===== config.mk =====
export PLATFORM = sky130hd
export DESIGN_NAME = io_input_filter
export DESIGN_NICKNAME = d
export VERILOG_FILES = /design/src/rtl/io_input_filter.sv
export SDC_FILE = /design/constraint.sdc
export NUM_CORES = 1
export LEC_CHECK = 0
export CAP_MARGIN = 40
export CORE_MARGIN = 5
export CORE_UTILIZATION = 60
export CTS_BUF_LIST = sky130_fd_sc_hd__clkbuf_4 sky130_fd_sc_hd__clkbuf_8
export DETAILED_ROUTE_END_ITERATION = 7
export PLACE_DENSITY = 0.82
export SLEW_MARGIN = 25
export SYNTH_ARGS = -nofsm -noshare
export SYNTH_HDL_FRONTEND = slang
export SYNTH_SLANG_ARGS = --single-unit

===== constraint.sdc =====
create_clock -name i_clk -period 3.6 [get_ports i_clk]
set_input_delay 1.08 -clock i_clk [delete_from_list [all_inputs] [get_ports i_clk]]
set_output_delay 1.08 -clock i_clk [all_outputs]
set_load 0.005 [all_outputs]

===== src/rtl/io_input_filter.sv =====
// io_input_filter: two-flop synchronizer, shared sample-tick prescaler and a
// per-bit N-sample debouncer for 32 slide switches and 4 push-buttons.
// Buttons are normalized so that o_btn reads 1 while pressed.
module io_input_filter #(
  parameter int unsigned TICK_DIV       = 50000,
  parameter int unsigned STABLE_TICKS   = 4,
  parameter bit          BTN_ACTIVE_LOW = 1'b1
) (
  input  logic        i_clk,
  input  logic        i_reset,
  input  logic [31:0] i_sw_raw,
  input  logic [3:0]  i_btn_raw,
  output logic [31:0] o_sw,
  output logic [3:0]  o_btn,
  output logic [3:0]  o_btn_press,
  output logic [3:0]  o_btn_release,
  output logic        o_tick
);

  localparam int unsigned NB = 36;
  localparam int unsigned HD = STABLE_TICKS - 1;
  localparam int unsigned CW = (TICK_DIV > 1) ? $clog2(TICK_DIV) : 1;
  localparam logic [CW-1:0] CNT_LAST = CW'(TICK_DIV - 1);

  // Idle raw level per bit: switches idle at 0, buttons at their released level.
  localparam logic [NB-1:0] IDLE = {{4{BTN_ACTIVE_LOW}}, 32'h0};
  // Polarity mask turning raw button levels into "1 = pressed".
  localparam logic [3:0] BTN_POL = {4{BTN_ACTIVE_LOW}};

  logic [NB-1:0] raw;
  logic [NB-1:0] sync1;
  logic [NB-1:0] sync2;
  logic [CW-1:0] cnt;
  logic          tick;
  logic [NB-1:0] hist [HD];
  logic [NB-1:0] stable;
  logic [NB-1:0] all_one;
  logic [NB-1:0] all_zero;
  logic [NB-1:0] upd;
  logic [3:0]    btn_new;
  logic [3:0]    press;
  logic [3:0]    release_q;

  assign raw = {i_btn_raw, i_sw_raw};

  // Two-stage synchronizer for every raw input bit.
  always_ff @(posedge i_clk) begin
    if (i_reset) begin
      sync1 <= IDLE;
      sync2 <= IDLE;
    end else begin
      sync1 <= raw;
      sync2 <= sync1;
    end
  end

  // Sample-tick prescaler counting 0..TICK_DIV-1.
  always_ff @(posedge i_clk) begin
    if (i_reset) begin
      cnt <= '0;
    end else if (tick) begin
      cnt <= '0;
    end else begin
      cnt <= cnt + CW'(1);
    end
  end

  assign tick = (cnt == CNT_LAST);

  // Window agreement: current sample plus every history entry all 1 or all 0.
  always_comb begin
    all_one  = sync2;
    all_zero = ~sync2;
    for (int unsigned i = 0; i < HD; i++) begin
      all_one  = all_one & hist[i];
      all_zero = all_zero & ~hist[i];
    end
    upd     = {NB{tick}} & (all_one | all_zero) & (sync2 ^ stable);
    btn_new = sync2[NB-1:32] ^ BTN_POL;
  end

  // History shift, stable level update and one-cycle press/release pulses.
  always_ff @(posedge i_clk) begin
    if (i_reset) begin
      for (int unsigned i = 0; i < HD; i++) begin
        hist[i] <= IDLE;
      end
      stable    <= IDLE;
      press     <= '0;
      release_q <= '0;
    end else begin
      if (tick) begin
        for (int unsigned i = HD - 1; i > 0; i--) begin
          hist[i] <= hist[i-1];
        end
        hist[0] <= sync2;
      end
      // Updating bits take the sampled value, which is the inverse of stable.
      stable    <= stable ^ upd;
      press     <= upd[NB-1:32] & btn_new;
      release_q <= upd[NB-1:32] & ~btn_new;
    end
  end

  assign o_sw          = stable[31:0];
  assign o_btn         = stable[NB-1:32] ^ BTN_POL;
  assign o_btn_press   = press;
  assign o_btn_release = release_q;
  assign o_tick        = tick;

endmodule


==> qor.yml <==
final_layout_size_suffix_gt1_share_pct: 10.5
syn_inst: 785
ys_types: 39
cts_buffer_depth: 3
crit_chain: "ha_1, nand3_1, nor4_1, and3_1, clkdlybuf4s50_1"
cts_buffers: 39
crit-reg2reg-launch: "cnt[0]$_SDFF_PP0_"
ant_nets: 0
r2r_end: "hist[0][71]$_SDFFCE_PN1P_"
syn_area_per_cell_um2: 12.0
ir_drop_mv: 0.330
period_share_pct: 95.2
max_freq_mhz: 292
ys_warn_count: 0
die_h_um: 135
cpLargestDelayFamily: "simple AND/OR/NAND/NOR gates"
worst_slack_ns: 0.173
grt.total_usage_pct: 18.4
min_path_type: "reg -> reg"
grt_pass1_vias: 5800
worst_pin_slew_ns: 0.700
fin_util_pct: 71.8
hold_depth: 1
cts.sinks: 240
worstPathRequired_ns: 2.52
slowest_stage: "clkdlybuf4s50_1"
drt-total-wl_um: 16300
clk_pin_slew_worst_paths_ns: 0.06
fill_cells: 1034
hold_path_startpoint: "sync1[32]$_SDFF_PP1_"
rsz0062_at_grt: "false"
crit_type: "reg -> out"
finalSetupViolCount: 0
crit_arrival_ns: 2.35
path_buf_inv: 1
pre_cts_slack_ns: 0.783
maxCapViolCount: 0
firstDrtPassIters: 4
status: "complete, no violations"
drc: 0
boundaryPins: 83
syn_nets: 824
cts_resized: 0
hpwl_um: 10100
initial_core_util_pct: 61.4
grt_max_degree: 97
root_buffer: "clkbuf_8"
crit_path_start_kind: "flip-flop"
r2r_setup_slack_ns: 0.87
finalSetupTns_ns: 0
ys_seq_area_share_pct: 62.5
critPathMaxFanout: 4
synth-edff-count: 108
gp_congestion: 0.811
slew_headroom_pct: 53.3
antenna_found_initial: 0
post_cts_buffers: 0
area_delta_synth_final_pct: 16.8
ys.flop_type: "dfxtp_1"
rows: 45
reg2reg_depth: 5
slew_violations: 0
grt_first_pass_wirelength_um: 27800
die_w_um: 135
core-area_mm2: 0.0153
power_density_mw_per_mm2: 507
nets: 886
drtIter0Drc: 409
hold_buffers: 0
synth-seq-cells: 240
report.final.hold_viol_count: 0
antennaDiodeCount: 0
worst_setup_path_end_kind: "output port"
dieArea_mm2: 0.0183
min_period_ns: 3.43
syn_area_mm2: 0.00941
hold-path-endpoint: "sync2[32]$_SDFF_PP1_"
fin_skew_ns: 0.0130
vias_per_cell: 5.30
overflow: 0
wire_per_inst_um: 15.0
p_leak_nw: 3.73
clk_latency_ns: 0.52
async_flop_share_pct: 0
max_stage_delay_ns: 0.50
htreeDepth: 2
vias: 5767
tritoncts: "done"
io_buffers: 82
cell usage in the layout (no fill, tap or decap), types with 3 or more instances in the layout:
master and n:
nor3_1 9, and3_1 3, nor2_1 17, xnor2_1 6, nor2b_1 64, and2_1 96, clkinv_1 6, buf_4 7
clkbuf_8 48, dfxtp_1 132, nand3_1 8, o31a_1 3, xor2_1 5, nand2_1 6, clkdlybuf4s50_1 81, or3_1 14
or2_2 10, inv_1 6, nand4_1 39, nand2b_1 64, edfxtp_1 108, mux2i_1 33, clkbuf_4 14, a21oi_1 38
or4_1 38
per-layer routing:
metal / track usage [%] / wire length, um / up-vias
met3: 4.42 / 817 / 33
met1: 24.6 / 7300 / 2745
met5: 0 / 0 / -
met4: 6.83 / 322 / 0
li1: - / - / 2849
met2: 29.5 / 7900 / 140
area by class of cell:
| cell class | instances | area [um2] | share of cell area [%] |
|---|---|---|---|
| clock buffers | 62 | 766 | 6.97 |
| clock inverters | 9 | 62.6 | 0.569 |
| inverters | 6 | 22.5 | 0.205 |
| multi-input cells | 471 | 3110 | 28.3 |
| flip-flops and latches | 240 | 5890 | 53.5 |
| well taps | 211 | 264 | 2.40 |
| repair buffers | 89 | 883 | 8.04 |
worst reg2reg max path, cell delays in order (launching register included):
cell	delay, ns
dfxtp_1	0.38
ha_1	0.23
and3_1	0.33
nand4_4	0.44
nand2b_4	0.66
buf_4	0.37
how the worst max path moves through the flow:
| stage | start | to | slack, ns | cells after the start |
|---|---|---|---|---|
| final | cnt[0]$_SDFF_PP0_ | o_tick | 0.17 | 5 |
| after global routing | cnt[0]$_SDFF_PP0_ | o_tick | 0.04 | 5 |
| after CTS | cnt[0]$_SDFF_PP0_ | o_tick | 0.20 | 5 |
| after detailed placement | cnt[0]$_SDFF_PP0_ | o_tick | 0.78 | 5 |
| after global placement | cnt[0]$_SDFF_PP0_ | o_tick | 0.90 | 5 |
| after floorplan | i_reset | hist[0][0]$_SDFFCE_PN0P_ | 0.25 | 3 |
logic make-up after synthesis:
logic type,count (synthesis),synth area share [%]
DFF,240,62.5
and+or+nand+nor,382,25.8
adders and majority gates,1,0.133
muxes,33,3.51
xor gates and xnor gates,11,1.02
buffers and inverters,74,4.49
AOI/OAI and AO/OA,44,2.51
Yosys cell counts (3+ instances only):
cell	count	area (um2)
or2_2	10	62.6
nand3_1	8	40.0
dfxtp_1	132	2640
xor2_1	5	43.8
edfxtp_1	108	3240
nand2b_1	65	407
or4_1	38	285
a21oi_1	38	190
mux2i_1	33	330
and3_1	3	18.8
nor2b_1	64	400
nor2_1	17	63.8
or3_1	14	87.6
buf_2	4	20.0
o31a_1	3	26.3
clkbuf_2	4	20.0
inv_1	6	22.5
nand4_1	39	244
xnor2_1	6	52.6
nor3_1	9	45.0
and2_1	96	601
buf_4	32	240
nand2_1	6	22.5
clkbuf_1	26	97.6
stage by stage:
step / hold slack [ns] / power (mW) / area (um2) / std cells
after floorplan: 0.389 / 3.13 / 9410 / 785
after global placement: 0.394 / 3.20 / 10200 / 1017
after detailed placement: 0.399 / 3.22 / 10200 / 1017
after CTS: 0.411 / 5.65 / 11000 / 1088
after global routing: 0.432 / 5.82 / 11000 / 1088
final: 0.410 / 5.58 / 11000 / 1088
power breakdown:
group,switching [mW],total [mW],internal [mW]
Clock,1.00,2.42,1.42
Sequential,0.0602,3.00,2.94
Combinational,0.0720,0.157,0.0846
(Power assumes the default switching activity.)
